[config.mk]
export PLATFORM = sky130hd
export DESIGN_NAME = stopwatch_ctrl
export DESIGN_NICKNAME = d
export VERILOG_FILES = /design/src/rtl/stopwatch_ctrl.sv
export SDC_FILE = /design/constraint.sdc
export NUM_CORES = 1
export LEC_CHECK = 0
export BUFFER_PORTS_ARGS = -buffer_cell sky130_fd_sc_hd__buf_2
export CAP_MARGIN = 20
export CELL_PAD_IN_SITES_DETAIL_PLACEMENT = 1
export CELL_PAD_IN_SITES_GLOBAL_PLACEMENT = 1
export CORE_MARGIN = 4
export CORE_UTILIZATION = 39
export CTS_CLUSTER_DIAMETER = 80
export CTS_CLUSTER_SIZE = 10
export DETAILED_ROUTE_END_ITERATION = 10
export PLACE_DENSITY_LB_ADDON = 0.2
export SYNTH_ARGS = -nofsm -noshare
export SYNTH_HDL_FRONTEND = slang
export SYNTH_SLANG_ARGS = --single-unit
[constraint.sdc]
create_clock -name clk -period 1.6 [get_ports clk]
set_input_delay 0.08 -clock clk [delete_from_list [all_inputs] [get_ports clk]]
set_output_delay 0.08 -clock clk [all_outputs]
set_load 0.05 [all_outputs]
[src/rtl/stopwatch_ctrl.sv]
// Stopwatch run/pause/lap/clear sequencer. Owns the min:sec.cs time registers,
// the lap snapshot, the sticky wrap flag and the prescaler enable/clear.
// Every output is taken from a register; the registered values are computed
// from the next-state values so a button takes effect one cycle later.
module stopwatch_ctrl #(
  parameter int unsigned CS_MAX  = 99,
  parameter int unsigned SEC_MAX = 59,
  parameter int unsigned MIN_MAX = 59
) (
  input  logic       clk,
  input  logic       reset,
  input  logic       btn_ss,
  input  logic       btn_lr,
  input  logic       tick,
  output logic       cnt_en,
  output logic       cnt_clr,
  output logic [5:0] disp_min,
  output logic [5:0] disp_sec,
  output logic [6:0] disp_cs,
  output logic       ovf,
  output logic [1:0] state
);

  typedef enum logic [1:0] {
    IDLE  = 2'b00,
    RUN   = 2'b01,
    PAUSE = 2'b10,
    LAP   = 2'b11
  } state_t;

  localparam logic [6:0] CS_LAST  = 7'(CS_MAX);
  localparam logic [5:0] SEC_LAST = 6'(SEC_MAX);
  localparam logic [5:0] MIN_LAST = 6'(MIN_MAX);

  state_t     state_q, state_d;
  logic [5:0] min_q, min_d, sec_q, sec_d;
  logic [6:0] cs_q, cs_d;
  logic [5:0] lap_min_q, lap_min_d, lap_sec_q, lap_sec_d;
  logic [6:0] lap_cs_q, lap_cs_d;
  logic       ovf_q, ovf_d;
  logic       cnt_en_q, cnt_en_d, cnt_clr_q, cnt_clr_d;
  logic [5:0] disp_min_q, disp_min_d, disp_sec_q, disp_sec_d;
  logic [6:0] disp_cs_q, disp_cs_d;

  logic [5:0] inc_min, inc_sec;
  logic [6:0] inc_cs;
  logic       inc_wrap;
  logic       counting;

  // Time plus one centisecond, with the full carry chain resolved in one cycle.
  always_comb begin
    inc_cs   = cs_q;
    inc_sec  = sec_q;
    inc_min  = min_q;
    inc_wrap = 1'b0;
    if (cs_q == CS_LAST) begin
      inc_cs = 7'd0;
      if (sec_q == SEC_LAST) begin
        inc_sec = 6'd0;
        if (min_q == MIN_LAST) begin
          inc_min  = 6'd0;
          inc_wrap = 1'b1;
        end else begin
          inc_min = min_q + 6'd1;
        end
      end else begin
        inc_sec = sec_q + 6'd1;
      end
    end else begin
      inc_cs = cs_q + 7'd1;
    end
  end

  // Ticks only count while the registered state is RUN or LAP.
  assign counting = tick && ((state_q == RUN) || (state_q == LAP));

  // Next state, time/lap/flag updates and the registered output values.
  always_comb begin
    state_d   = state_q;
    min_d     = min_q;
    sec_d     = sec_q;
    cs_d      = cs_q;
    lap_min_d = lap_min_q;
    lap_sec_d = lap_sec_q;
    lap_cs_d  = lap_cs_q;
    ovf_d     = ovf_q;

    if (counting) begin
      min_d = inc_min;
      sec_d = inc_sec;
      cs_d  = inc_cs;
      if (inc_wrap) ovf_d = 1'b1;
    end

    case (state_q)
      IDLE: begin
        min_d = 6'd0;
        sec_d = 6'd0;
        cs_d  = 7'd0;
        ovf_d = 1'b0;
        if (btn_ss) state_d = RUN;
      end
      RUN: begin
        if (btn_ss) begin
          state_d = PAUSE;
        end else if (btn_lr) begin
          // Snapshot includes an increment landing in this same cycle.
          state_d   = LAP;
          lap_min_d = min_d;
          lap_sec_d = sec_d;
          lap_cs_d  = cs_d;
        end
      end
      LAP: begin
        if (btn_ss)      state_d = PAUSE;
        else if (btn_lr) state_d = RUN;
      end
      PAUSE: begin
        if (btn_ss) begin
          state_d = RUN;
        end else if (btn_lr) begin
          state_d = IDLE;
          min_d   = 6'd0;
          sec_d   = 6'd0;
          cs_d    = 7'd0;
          ovf_d   = 1'b0;
        end
      end
      default: state_d = IDLE;
    endcase

    cnt_en_d  = (state_d == RUN) || (state_d == LAP);
    cnt_clr_d = (state_d == IDLE);
    if (state_d == LAP) begin
      disp_min_d = lap_min_d;
      disp_sec_d = lap_sec_d;
      disp_cs_d  = lap_cs_d;
    end else begin
      disp_min_d = min_d;
      disp_sec_d = sec_d;
      disp_cs_d  = cs_d;
    end
  end

  // State and output registers; reset wins over every other input.
  always_ff @(posedge clk) begin
    if (reset) begin
      state_q    <= IDLE;
      min_q      <= 6'd0;
      sec_q      <= 6'd0;
      cs_q       <= 7'd0;
      lap_min_q  <= 6'd0;
      lap_sec_q  <= 6'd0;
      lap_cs_q   <= 7'd0;
      ovf_q      <= 1'b0;
      cnt_en_q   <= 1'b0;
      cnt_clr_q  <= 1'b1;
      disp_min_q <= 6'd0;
      disp_sec_q <= 6'd0;
      disp_cs_q  <= 7'd0;
    end else begin
      state_q    <= state_d;
      min_q      <= min_d;
      sec_q      <= sec_d;
      cs_q       <= cs_d;
      lap_min_q  <= lap_min_d;
      lap_sec_q  <= lap_sec_d;
      lap_cs_q   <= lap_cs_d;
      ovf_q      <= ovf_d;
      cnt_en_q   <= cnt_en_d;
      cnt_clr_q  <= cnt_clr_d;
      disp_min_q <= disp_min_d;
      disp_sec_q <= disp_sec_d;
      disp_cs_q  <= disp_cs_d;
    end
  end

  assign state    = state_q;
  assign cnt_en   = cnt_en_q;
  assign cnt_clr  = cnt_clr_q;
  assign disp_min = disp_min_q;
  assign disp_sec = disp_sec_q;
  assign disp_cs  = disp_cs_q;
  assign ovf      = ovf_q;

endmodule
# Yosys cells after proc, flatten, opt, wreduce, memory -nomap -nowiden
# Index checks and enable logic that the tools add are counted.
# totals
reg_bits	62
latch_bits	0
ramBits	0
mem_bits_ro	0
inputBits	5
out_inout_bits	24
wordCells	75
mem_count	0
# op_classes
addsub	3
multipliers	0
div	0
n_lt_le_gt_ge	0
n_eq_ne	8
shifts	0
mux	46
bitwise_logic	0
n_reduce_logical	5
# ops
operator	n
$mux W6	19
$mux W7	8
$pmux W6 S2	2
$mux W2	7
$pmux W7 S2	1
$add A6 B1 Y6 const B	2
$eq A6 B6 Y1 const B	2
$pmux W2 S4	1
$add A7 B1 Y7 const B	1
$eq A7 B7 Y1 const B	1
$mux W1	7
$eq A2 B2 Y1 const B	3
$eq A2 B1 Y1 const B	2
$logic_not A2 Y1	2
$logic_or A1 B1 Y1	2
$pmux W1 S2	1
$logic_and A1 B1 Y1	1

# Longest topological paths before layout
# logic_depth
ltp_word	9
mapped_depth	7
depth_no_buf	6

# Worst setup path after synthesis
# No wires, ideal clock.
# synth_path
path_type	register to register
from	reg state_q[0] (netlist: state[0])
to	reg lap_min_q[0]
setup_ps	136
arrival_time_ps	1809
required_time_ps	1464
path_slack_ps	-345
path_stages_with_launch	7
n_path_buf	2
synth_period_minus_slack_ps	1945
cell_sequence	dfxtp_1 -> buf_4 -> and4b_1 -> and4_1 -> buf_4 -> mux2i_1 -> a211oi_2
# synth_between
elab_chain_len	7
word_cells_on_any_way	8
cone_classes	2 x eq/ne; 4 x mux; 2 x reduce/logical
# synth_lines
element	line	rtl
start: declaration	35	state_t state_q, state_d;
start signal: assignment	162	state_q <= state_d;
$eq A2 B1 Y1 / $eq A2 B2 Y1 (equally long branches)	75, 95	
$logic_or A1 B1 Y1	75	assign counting = tick && ((state_q == RUN) || (state_q == LAP));
$logic_and A1 B1 Y1	75	
$mux W6	88	if (counting) begin
$mux W6	106	end else if (btn_lr) begin
$mux W6	104	if (btn_ss) begin
$mux W6 (*)	95	case (state_q)
end signal: assignment	166	lap_min_q <= lap_min_d;
end: declaration	38	logic [5:0] lap_min_q, lap_min_d, lap_sec_q, lap_sec_d;
# Mark *: on every way between the ends. The rest lies on a longest branch, timed or not.
# A chain may end at the register's enable or synchronous reset.

# Worst setup path after layout
# layout_path
from	reg cs_q[0]
to	reg lap_min_q[5]
# layout_between
elab_chain_len	6
# layout_lines
element	line	rtl
start: declaration	37	logic [6:0] cs_q, cs_d;
start signal: assignment	165	cs_q <= cs_d;
$eq A7 B7 Y1	56	if (cs_q == CS_LAST) begin
$mux W6	56	
$mux W6	88	
$mux W6	106	
$mux W6	104	
$mux W6	95	
# No other way between the ends.

==> run_results.csv <==
group,metric,value,unit
clock_tree,clkLatencyLatePin,0.33,ns
final_layout,nets,361,
timing,maxSlewViolCount,0,
critical_path,critical_path_class,"register to register",
clock_tree,cts_sinks,62,
logic_synthesis,synth-edff-count,0,
global_routing,grt_remaining_overflow,0,
logic_synthesis,post-synth-top-count-cell,"dfxtp_1",
placement,dpl_cell_area,0.00301,mm²
critical_path,crit_start,"cs_q[0]$_SDFF_PP0_",
clock_tree,clockRootBuffer,"clkbuf_8",
logic_synthesis,postSynth.asyncResetShare,0,
route,drc,0,
run_status,outcome,"finished with violations",
route,dr.pass1.iters,4,
die,die_y,87.5,µm
clock_tree,cts_buffers,9,
die,start_util,0.409,
final_layout,syn_to_final_growth,38.5,%
critical_path,worstSetupStartpointType,"register",
logic_synthesis,syn_inst,281,
timing,hold_violations,0,
power,power.density,941,mW/mm²
clock_tree,clkTransAtPathRegs,0.07,ns
global_routing,grt_use_total,0.204,
critical_path,crit-reg2reg-launch,"cs_q[0]$_SDFF_PP0_",
logic_synthesis,yosysTopAreaCell,"dfxtp_1",
logic_synthesis,ys_ff_latch,62,
critical_path,endpoint_kind,"register",
clock_tree,htreeDepth,3,
timing,setup_viol,18,
placement,dp_hpwl,5220,µm
placement,place_worst_setup_slack,-0.177,ns
logic_synthesis,netlist_top_cells_area,"dfxtp_1 50%, nor2_1 7.3%, o21ai_0 5.5%",
timing,relSlewSlack,0.740,
worst_hold_path,hold_class,"input pin to register",
route,wl_per_cell,16.8,µm
final_layout,final_cell_area,0.00342,mm²
timing,fin_ws,-0.0796,ns
timing,finalCriticalPeriod,1.68,ns
logic_synthesis,synth_top_area_share,0.503,
critical_path,cp-endpoint,"lap_min_q[5]$_SDFF_PP0_",
route,drt_wl_total,7270,µm
critical_path,rr_endpoint,"lap_min_q[5]$_SDFF_PP0_",
timing,grt_setup_unrepaired,"true",
route,ant_nets,0,
global_routing,grt_max_degree,25,
clock_tree,cts_buffer_depth,2,
logic_synthesis,syn-num-nets,289,
global_routing,grt_first_pass_wirelength,11900,µm
critical_path,worstPathArrival,1.90,ns
placement,gp_congestion,0.850,
final_layout,antennaDiodeCount,0,
route,vias,2327,
timing,worstMarginPinSlew,0.387,ns
placement,port_buffers,28,
power,vdd_drop_max,598,µV
final_layout,final_layout_size_suffix_gt1_frac,0.366,
logic_synthesis,yosysSeqAreaShare,0.503,
critical_path,critPathRequiredTime,1.82,ns
logic_synthesis,netlist_area,0.00247,mm²
timing,timing.fmax,0.595,GHz
logic_synthesis,avgSynthCellArea,8.78,µm²
clock_tree,holdBufCountCts,0,
global_routing,antenna_found_initial,0,
run_status,violations,"negative setup slack",
clock_tree,cts_tree,"yes",
logic_synthesis,ys_types,44,
die,std_cell_rows,28,
critical_path,ff2ff_path_depth,7,
timing,clock_skew,0.00444,ns
die,core_area,0.00603,mm²
timing,fin_crit_sh,1.05,
run,maxCapViolCount,0,
route,via_per_inst,5.37,
logic_synthesis,ys.warnings.count,0,
worst_hold_path,holdPathStages,3,
logic_synthesis,synth_common_cells,"62 x dfxtp_1, 48 x nor2_1, 27 x o21ai_0, 26 x nand2_1, 16 x a21oi_1",
global_routing,grt_pass1_vias,2431,
timing,setup_tns,-0.682,ns
die,io_pins,29,
logic_synthesis,synth-main-ff-cell,"dfxtp_1",
die,die_w,87.5,µm
die,dieArea,0.00766,mm²
timing,hold_ws,0.0815,ns
critical_path,path_max_fanout,7,
power,power.leakage,1.32,nW
critical_path,reg2reg_slack,-0.08,ns
route,drt_iter0_drc,86,
final_layout,post-route-util,0.567,
cell families after synthesis:
logic type | Yosys count | synth area share
compound gates | 79 | 0.203
xor+xnor | 3 | 0.0107
fa+ha+maj | 3 | 0.0152
buf+inv | 17 | 0.0325
flops | 62 | 0.503
mux | 5 | 0.0203
simple gates | 112 | 0.215
placed cells by master (no fill, tap or decap), types with 4 or more instances in the layout:
cell type / netlist / layout
inv_1: 5 / 5
dfxtp_1: 62 / 53
o2bb2ai_1: 5 / 4
clkbuf_8: 0 / 11
dfxtp_2: 0 / 7
a211oi_2: 2 / 4
o21ai_1: 5 / 8
a21oi_2: 1 / 4
a211oi_1: 11 / 9
buf_2: 7 / 28
nand3_1: 8 / 7
a21oi_1: 16 / 13
o21ai_0: 27 / 22
nor2_1: 48 / 46
nand2_1: 26 / 25
buf_4: 2 / 40
layer usage:
metal  up-vias  part of all wire  GRT usage
li1       1139                 -          -
met1      1126              0.47      0.258
met2        51              0.48      0.336
met3        11             0.032     0.0395
met4         0             0.022     0.0948
met5         -                 0          0
flip-flops by register name, summed over array words and instances, names as in the netlist:
name       cells
sec_q          6
disp_sec       6
disp_cs        7
cnt_en         1
lap_sec_q      6
ovf            1
lap_min_q      6
cs_q           7
lap_cs_q       7
state          2
min_q          6
cnt_clr        1
disp_min       6
area by class of cell:
class	instances	area [µm²]
timing repair buffer	73	514
fill	735	2610
clock buffer	13	159
sequential	62	1260
inverter	5	18.8
clock inverter	3	42.5
multi-input combinational	202	1330
tap	75	93.8
worst min path at each step:
stage / startpoint / end / slack [ns]
floorplan: btn_ss / state[0]$_SDFF_PP0_ / 0.23
finish: btn_ss / state[0]$_SDFF_PP0_ / 0.08
global route: btn_ss / state[0]$_SDFF_PP0_ / 0.09
CTS: btn_ss / state[0]$_SDFF_PP0_ / 0.06
detailed placement: btn_ss / state[0]$_SDFF_PP0_ / 0.41
global placement: btn_ss / state[0]$_SDFF_PP0_ / 0.40
per-stage QoR:
step                      power, mW  instances
after floorplan                1.76        281
after global placement         1.84        414
after detailed placement       1.85        414
after CTS                      3.24        431
after global routing           3.35        433
final                          3.22        433
power by group:
group	switching, mW	internal (mW)
clock	0.593	0.804
combinational	0.155	0.0745
sequential	0.0173	1.57
critical path, stage by stage (launching register included):
cell      delay, ns
dfxtp_2        0.35
ha_4           0.16
and4bb_2       0.29
and4_4         0.28
buf_12         0.13
o21ai_2        0.06
a22oi_2        0.21
a21oi_1        0.09
what timing repair did:
action | 4_1_cts | 5_1_grt
buffers inserted | 1 | 2
pin swaps | 4 | 11
endpoints found under the setup margin | 31 | 49
resized for setup | 13 | 36
(Power assumes the default switching activity.)
